## src/rtl/riscv_uop_pkg.sv

```systemverilog
// Shared micro-op types for the issue stage: the decoded uop record, the
// register scoreboard vector and the source-operand match helper.
package riscv_uop_pkg;

  localparam int ISSUE_DEPTH = 4;

  typedef logic [31:0] sb_t;

  typedef struct packed {
    logic        valid;
    logic [3:0]  alu_op;
    logic        uses_rs1;
    logic        uses_rs2;
    logic        writes_rd;
    logic [4:0]  rs1;
    logic [4:0]  rs2;
    logic [4:0]  rd;
    logic [31:0] imm;
  } uop_t;

  // x0 is never a real dependency, so it never matches.
  function automatic logic uop_reads_reg(uop_t u, logic [4:0] r);
    return (r != 5'd0) &&
           ((u.uses_rs1 && (u.rs1 == r)) || (u.uses_rs2 && (u.rs2 == r)));
  endfunction

endpackage

```

## src/rtl/riscv_issue_queue_if.sv

```systemverilog
// Decode-side, issue-side, writeback and debug signals of the issue queue.
interface riscv_issue_queue_if #(
  parameter int CNT_W = $clog2(riscv_uop_pkg::ISSUE_DEPTH) + 1
);
  import riscv_uop_pkg::*;

  logic             flush;
  logic             dec_valid;
  logic             dec_ready;
  uop_t             dec_uop;
  logic             iss_valid;
  logic             iss_ready;
  uop_t             iss_uop;
  logic             wb_valid;
  logic [4:0]       wb_rd;
  logic [CNT_W-1:0] count;
  sb_t              sb_busy;

  modport master (
    output flush, dec_valid, dec_uop, iss_ready, wb_valid, wb_rd,
    input  dec_ready, iss_valid, iss_uop, count, sb_busy
  );

  modport slave (
    input  flush, dec_valid, dec_uop, iss_ready, wb_valid, wb_rd,
    output dec_ready, iss_valid, iss_uop, count, sb_busy
  );

endinterface

```

## src/rtl/riscv_scoreboard.sv

```systemverilog
// 32-entry register busy vector with one set port, one clear port and a
// combinational hazard query for a single uop.
module riscv_scoreboard
  import riscv_uop_pkg::*;
(
  input  logic       clk,
  input  logic       rst,
  input  logic       clr_en_i,
  input  logic [4:0] clr_idx_i,
  input  logic       set_en_i,
  input  logic [4:0] set_idx_i,
  input  uop_t       query_uop_i,
  output logic       hazard_o,
  output sb_t        busy_o
);

  sb_t busy_q, busy_d;

  // Set is applied after clear so an issue and a writeback to the same
  // register in one cycle leaves it busy.
  always_comb begin
    busy_d = busy_q;
    if (clr_en_i) busy_d[clr_idx_i] = 1'b0;
    if (set_en_i) busy_d[set_idx_i] = 1'b1;
    busy_d[0] = 1'b0;
  end

  always_ff @(posedge clk or posedge rst) begin
    if (rst) busy_q <= '0;
    else     busy_q <= busy_d;
  end

  always_comb begin
    hazard_o = 1'b0;
    for (int unsigned r = 1; r < 32; r++) begin
      if (busy_q[r] &&
          (uop_reads_reg(query_uop_i, 5'(r)) ||
           (query_uop_i.writes_rd && (query_uop_i.rd == 5'(r)))))
        hazard_o = 1'b1;
    end
  end

  assign busy_o = busy_q;

endmodule

```

## src/rtl/riscv_issue_queue.sv

```systemverilog
// In-order issue queue: circular FIFO of decoded uops, head released only
// when the scoreboard reports no RAW/WAW hazard.
module riscv_issue_queue
  import riscv_uop_pkg::*;
#(
  parameter int DEPTH = ISSUE_DEPTH,
  parameter int CNT_W = $clog2(DEPTH) + 1
) (
  input logic               clk,
  input logic               rst,
  riscv_issue_queue_if.slave bus
);

  localparam int PTR_W = $clog2(DEPTH);

  uop_t             mem_q [DEPTH];
  logic [PTR_W-1:0] rd_ptr_q, rd_ptr_d;
  logic [PTR_W-1:0] wr_ptr_q, wr_ptr_d;
  logic [CNT_W-1:0] count_q, count_d;
  logic             empty, full, push, pop, hazard, iss_valid;
  uop_t             head;
  sb_t              sb_busy;

  assign empty     = (count_q == '0);
  assign full      = (count_q == CNT_W'(DEPTH));
  assign head      = empty ? '0 : mem_q[rd_ptr_q];
  assign iss_valid = !empty && !hazard;

  // Flush suppresses both handshakes even though iss_valid stays visible.
  assign push = bus.dec_valid && !full && !bus.flush;
  assign pop  = iss_valid && bus.iss_ready && !bus.flush;

  assign bus.dec_ready = !full;
  assign bus.iss_valid = iss_valid;
  assign bus.iss_uop   = head;
  assign bus.count     = count_q;
  assign bus.sb_busy   = sb_busy;

  always_comb begin
    rd_ptr_d = rd_ptr_q;
    wr_ptr_d = wr_ptr_q;
    count_d  = count_q;
    if (bus.flush) begin
      rd_ptr_d = '0;
      wr_ptr_d = '0;
      count_d  = '0;
    end else begin
      if (push) wr_ptr_d = wr_ptr_q + PTR_W'(1);
      if (pop)  rd_ptr_d = rd_ptr_q + PTR_W'(1);
      case ({push, pop})
        2'b10:   count_d = count_q + CNT_W'(1);
        2'b01:   count_d = count_q - CNT_W'(1);
        default: count_d = count_q;
      endcase
    end
  end

  always_ff @(posedge clk or posedge rst) begin
    if (rst) begin
      rd_ptr_q <= '0;
      wr_ptr_q <= '0;
      count_q  <= '0;
    end else begin
      rd_ptr_q <= rd_ptr_d;
      wr_ptr_q <= wr_ptr_d;
      count_q  <= count_d;
    end
  end

  always_ff @(posedge clk) begin
    if (push) mem_q[wr_ptr_q] <= bus.dec_uop;
  end

  riscv_scoreboard u_sb (
    .clk         (clk),
    .rst         (rst),
    .clr_en_i    (bus.wb_valid),
    .clr_idx_i   (bus.wb_rd),
    .set_en_i    (pop && head.writes_rd && (head.rd != 5'd0)),
    .set_idx_i   (head.rd),
    .query_uop_i (head),
    .hazard_o    (hazard),
    .busy_o      (sb_busy)
  );

endmodule

```

## src/flat_wrapper.sv

```systemverilog
// flat-port wrapper written by rule: the top's interface ports become plain ports
module riscv_issue_queue_flat import riscv_uop_pkg::*;
#(
  parameter int DEPTH = ISSUE_DEPTH,
  parameter int CNT_W = $clog2(DEPTH) + 1
)
  (clk, rst, bus_flush, bus_dec_valid, bus_dec_uop, bus_iss_ready, bus_wb_valid, bus_wb_rd, bus_dec_ready, bus_iss_valid, bus_iss_uop, bus_count, bus_sb_busy);
  riscv_issue_queue_if #(.CNT_W(CNT_W)) bus_i ();
  input logic clk;
  input logic rst;
  input wire logic [$bits(bus_i.flush)-1:0] bus_flush;
  input wire logic [$bits(bus_i.dec_valid)-1:0] bus_dec_valid;
  input wire logic [$bits(bus_i.dec_uop)-1:0] bus_dec_uop;
  input wire logic [$bits(bus_i.iss_ready)-1:0] bus_iss_ready;
  input wire logic [$bits(bus_i.wb_valid)-1:0] bus_wb_valid;
  input wire logic [$bits(bus_i.wb_rd)-1:0] bus_wb_rd;
  output wire logic [$bits(bus_i.dec_ready)-1:0] bus_dec_ready;
  output wire logic [$bits(bus_i.iss_valid)-1:0] bus_iss_valid;
  output wire logic [$bits(bus_i.iss_uop)-1:0] bus_iss_uop;
  output wire logic [$bits(bus_i.count)-1:0] bus_count;
  output wire logic [$bits(bus_i.sb_busy)-1:0] bus_sb_busy;
  assign bus_i.flush = bus_flush;
  assign bus_i.dec_valid = bus_dec_valid;
  assign bus_i.dec_uop = bus_dec_uop;
  assign bus_i.iss_ready = bus_iss_ready;
  assign bus_i.wb_valid = bus_wb_valid;
  assign bus_i.wb_rd = bus_wb_rd;
  assign bus_dec_ready = bus_i.dec_ready;
  assign bus_iss_valid = bus_i.iss_valid;
  assign bus_iss_uop = bus_i.iss_uop;
  assign bus_count = bus_i.count;
  assign bus_sb_busy = bus_i.sb_busy;
  riscv_issue_queue #(.DEPTH(DEPTH), .CNT_W(CNT_W)) u_core (.clk(clk), .rst(rst), .bus(bus_i));
endmodule
```

## config.mk

```make
export PLATFORM = sky130hd
export DESIGN_NAME = riscv_issue_queue_flat
export DESIGN_NICKNAME = d
export VERILOG_FILES = /design/src/rtl/riscv_uop_pkg.sv /design/src/rtl/riscv_issue_queue_if.sv /design/src/rtl/riscv_scoreboard.sv /design/src/rtl/riscv_issue_queue.sv /design/src/flat_wrapper.sv
export SDC_FILE = /design/constraint.sdc
export NUM_CORES = 1
export LEC_CHECK = 0
export CAP_MARGIN = 40
export CORE_UTILIZATION = 55
export DETAILED_ROUTE_END_ITERATION = 12
export GPL_TIMING_DRIVEN = 0
export PLACE_DENSITY = 0.81
export SLEW_MARGIN = 20
export SYNTH_ARGS = -nofsm -noshare
export SYNTH_HDL_FRONTEND = slang
export SYNTH_SLANG_ARGS = --single-unit
```

## constraint.sdc

```tcl
create_clock -name clk -period 4.3 [get_ports clk]
set_input_delay 0.43 -clock clk [delete_from_list [all_inputs] [get_ports clk]]
set_output_delay 0.43 -clock clk [all_outputs]
set_load 0.1 [all_outputs]
```

==> reports/results.txt <==
post-DP HPWL: 22300 um
TritonCTS Buffers: 25
vias after detailed routing: 8429
Post-Syn Area: 11700 um^2
Filler cells: 1079
TritonCTS Sinks: 258
worst slew pin tran: 680 ps
max-cap violations: 0
Power Density: 775 nW/um^2
Worst Hold Class: primary input to async pin
Tot Pwr: 0.0127 W
reg2reg start: u_core.rd_ptr_q[0]
max frequency: 232 MHz
Leak: 5.78 nW
largest delay contributor family on the critical path: buffers and inverters
R2R depth: 16
final setup fails: 1
cts hold-fix bufs: 0
Final Skew: 23.5 ps
Post-Syn Nets: 819
DRC violation count after routing: 0
total gr overflow: 0
drt initial violations: 925
Die Y-Extent: 148 um
crit-path cells: clkbuf_16 -> mux4_2 -> buf_4 -> or4b_2 -> buf_4 -> o22ai_1 -> a21o_1 -> a22oi_1 -> nand4_1 -> buf_4 -> nor4_4 -> buf_2 -> buf_12
H-tree Lvls: 1
Synth cell types: 71
DRT Wirelength: 32600 um
initial antenna violation count: 1
setup ws final: -2.37 ps
VDD IR-drop max: 0.755 mV
Clock Path Buffers: 3
first-pass GRT wire length: 48200 um
Synth warnings: 0
crit path kind: flop to output pin
syn avg cell area: 15.6 um^2
sequential fraction of the synthesis area: 64.7%
Final Hold Viols: 0
Initial Utilization: 56.8%
max_slew headroom: 54.7%
Yosys reg bits: 258
post-synth top area share: 56.5%
Post-synth EDFFs: 220
TritonCTS clock tree: yes
Crit path required time: 3870 ps
slowest stage cell, crit path: or4b_2
crit start category: flop
area delta synth->final: 39.8%
Slowest Stage Delay on Critical Path: 640 ps
outcome: finished with violations
FF-to-FF End: u_core.bus.count[2]
r2r setup slk: 50 ps
min Tclk post-route: 4300 ps
crit path buf inv count: 6
hold_ws: 81.6 ps
vias in the first global route: 8459
Place WS: -356 ps
CP max FO: 8
unrepaired setup endpoints after global routing: true
Avg WL per Cell: 24.4 um
Top cell by count, worst path: buf_4
Core Region: 20600 um^2
max-slew violations: 0
area leader, netlist: edfxtp_1
n_diodes: 0
Die Span X: 148 um
clock latency on the worst-skew pair: 550 ps
Critical Path AT: 3870 ps
Primary FF master, synth: edfxtp_1
drt pass-1 iters: 5
clock-pin slew on the worst setup and hold paths: 60 ps
Rows: 52
maximum number of pins on one net before global-route repair: 49
Root Buffer: clkbuf_16
number of vias per cell: 6.33
Final ANT Viol Nets: 0
Synth Instances: 748
# IOs: 158
# nets final: 1116
Setup crit end kind: output pin
final cycle utilization of the critical path: 100%
full die area: 21800 um^2
layout cell share with drive strength beyond 1: 26.8%
Area contributors post-synth: edfxtp_1, mux4_2, dfrtp_1
ys async rst share: 14.7%
Total GRT Usage: 29.6%
failing checks: setup timing
global placement routability congestion: 0.944
Buffers on Ports: 156
[per-layer routing]
layer	track usage, %	wire [um]	vias to the layer above
met1	35.8	11300	4170
met5	0	0	-
li1	-	-	3574
met4	12.1	1320	0
met2	52.6	16900	573
met3	5.22	3040	112
[power breakdown]
part	leakage, nW	switching [W]	internal (W)	total, W
Sequential	2.51	0.000134	0.00291	0.00305
Combinational	2.89	0.00467	0.00285	0.00752
Clock	0.377	0.000912	0.00118	0.00209
Total	5.78	0.00572	0.00695	0.0127
[state kept, by name, summed over array words and instances (netlist names)]
| name | flops |
|---|---|
| u_core.bus.count | 3 |
| u_core.mem_q | 220 |
| u_core.rd_ptr_q | 2 |
| u_core.u_sb.busy_o | 31 |
| u_core.wr_ptr_q | 2 |
[kinds of logic (layout without fill, tap and decap cells)]
family / Yosys count / after routing / synth area share (%)
AO/OA/AOI/OAI: 150 / 150 / 8.43
XOR/XNOR: 3 / 3 / 0.343
adder cells (fa/ha/maj): 5 / 5 / 0.600
buffers and inverters: 56 / 369 / 2.61
flip-flops: 258 / 258 / 64.7
multiplexers: 68 / 69 / 12.3
other: 1 / 1 / 0.0321
AND/OR/NAND/NOR: 207 / 207 / 11.0
[Yosys cell counts (10+ instances only)]
cell and number:
clkbuf_1 20, a21o_1 10, a211o_1 11, edfxtp_1 220, inv_1 11, nor2_1 28, a21oi_1 13, nand2b_1 17
o21ai_0 57, dfrtp_1 38, mux4_2 54, o21ai_1 10, nor3_1 16, and2_1 56, o32ai_1 12, nand2_1 20
[worst max-delay path by stage]
| stage | from | end | cells after the start |
|---|---|---|---|
| final | u_core.rd_ptr_q[0] | bus_iss_valid | 13 |
| after global routing | u_core.bus.count[0] | bus_iss_valid | 12 |
| after CTS | u_core.rd_ptr_q[1] | bus_iss_valid | 14 |
| after detailed placement | u_core.rd_ptr_q[0] | u_core.bus.count[2] | 16 |
| after global placement | u_core.rd_ptr_q[0] | bus_iss_valid | 9 |
| after floorplan | u_core.bus.count[2] | u_core.bus.count[2] | 16 |
[what timing repair did]
item | CTS | global route
setup buffers | 7 | 11
pin swaps | 4 | 9
gates cloned | 0 | 2
resized for setup | 25 | 39
setup endpoints to repair | 40 | 18
[metrics by stage]
step / setup TNS, ps / instances / instance area, um^2 / utilization [%]
2_1_floorplan: 0 / 748 / 11700 / -
3_5_place_dp: -742 / 1270 / 15200 / 74.1
5_1_grt: -120 / 1332 / 16300 / 79.5
4_1_cts: -22.7 / 1321 / 16100 / 78.3
3_3_place_gp: -8200 / 1174 / 13600 / 66.2
6_report: -2.37 / 1332 / 16300 / 79.5
[cells in the final DEF (no fill, tap or decap), drive strengths merged, types with 3 or more instances in the layout]
cell / Yosys / routed
mux2i: 5 / 5
dfrtp: 38 / 38
ha: 4 / 4
nand4bb: 6 / 6
or4b: 7 / 7
mux4: 59 / 60
edfxtp: 220 / 220
a211o: 11 / 11
nor3: 16 / 16
buf: 24 / 138
nand2: 21 / 21
nor4b: 3 / 3
a21o: 10 / 10
nor4: 4 / 4
a211oi: 3 / 3
nand2b: 18 / 18
nand3: 4 / 4
a21oi: 13 / 13
mux2: 4 / 4
and3b: 3 / 3
clkdlybuf4s50: 0 / 155
and2: 56 / 56
a22oi: 7 / 7
nand4: 7 / 7
nor2: 29 / 29
clkinv: 0 / 14
o21ai: 75 / 75
or3: 5 / 5
o32ai: 12 / 12
nor3b: 4 / 4
o22ai: 5 / 5
or3b: 8 / 8
clkbuf: 21 / 47
inv: 11 / 12
or4: 3 / 3
nand3b: 9 / 9
[area by class of cell]
| cell class | instances | area [um^2] | share of cell area (%) |
|---|---|---|---|
| multi-input combinational | 435 | 3970 | 24.3 |
| buffer | 42 | 318 | 1.94 |
| clock inverter | 17 | 136 | 0.835 |
| sequential | 258 | 7560 | 46.3 |
| inverter | 11 | 41.3 | 0.253 |
| clock buffer | 27 | 633 | 3.87 |
| tap | 270 | 338 | 2.07 |
| timing repair buffer | 272 | 3340 | 20.5 |
No activity file was read; power rests on OpenSTA's default activity.
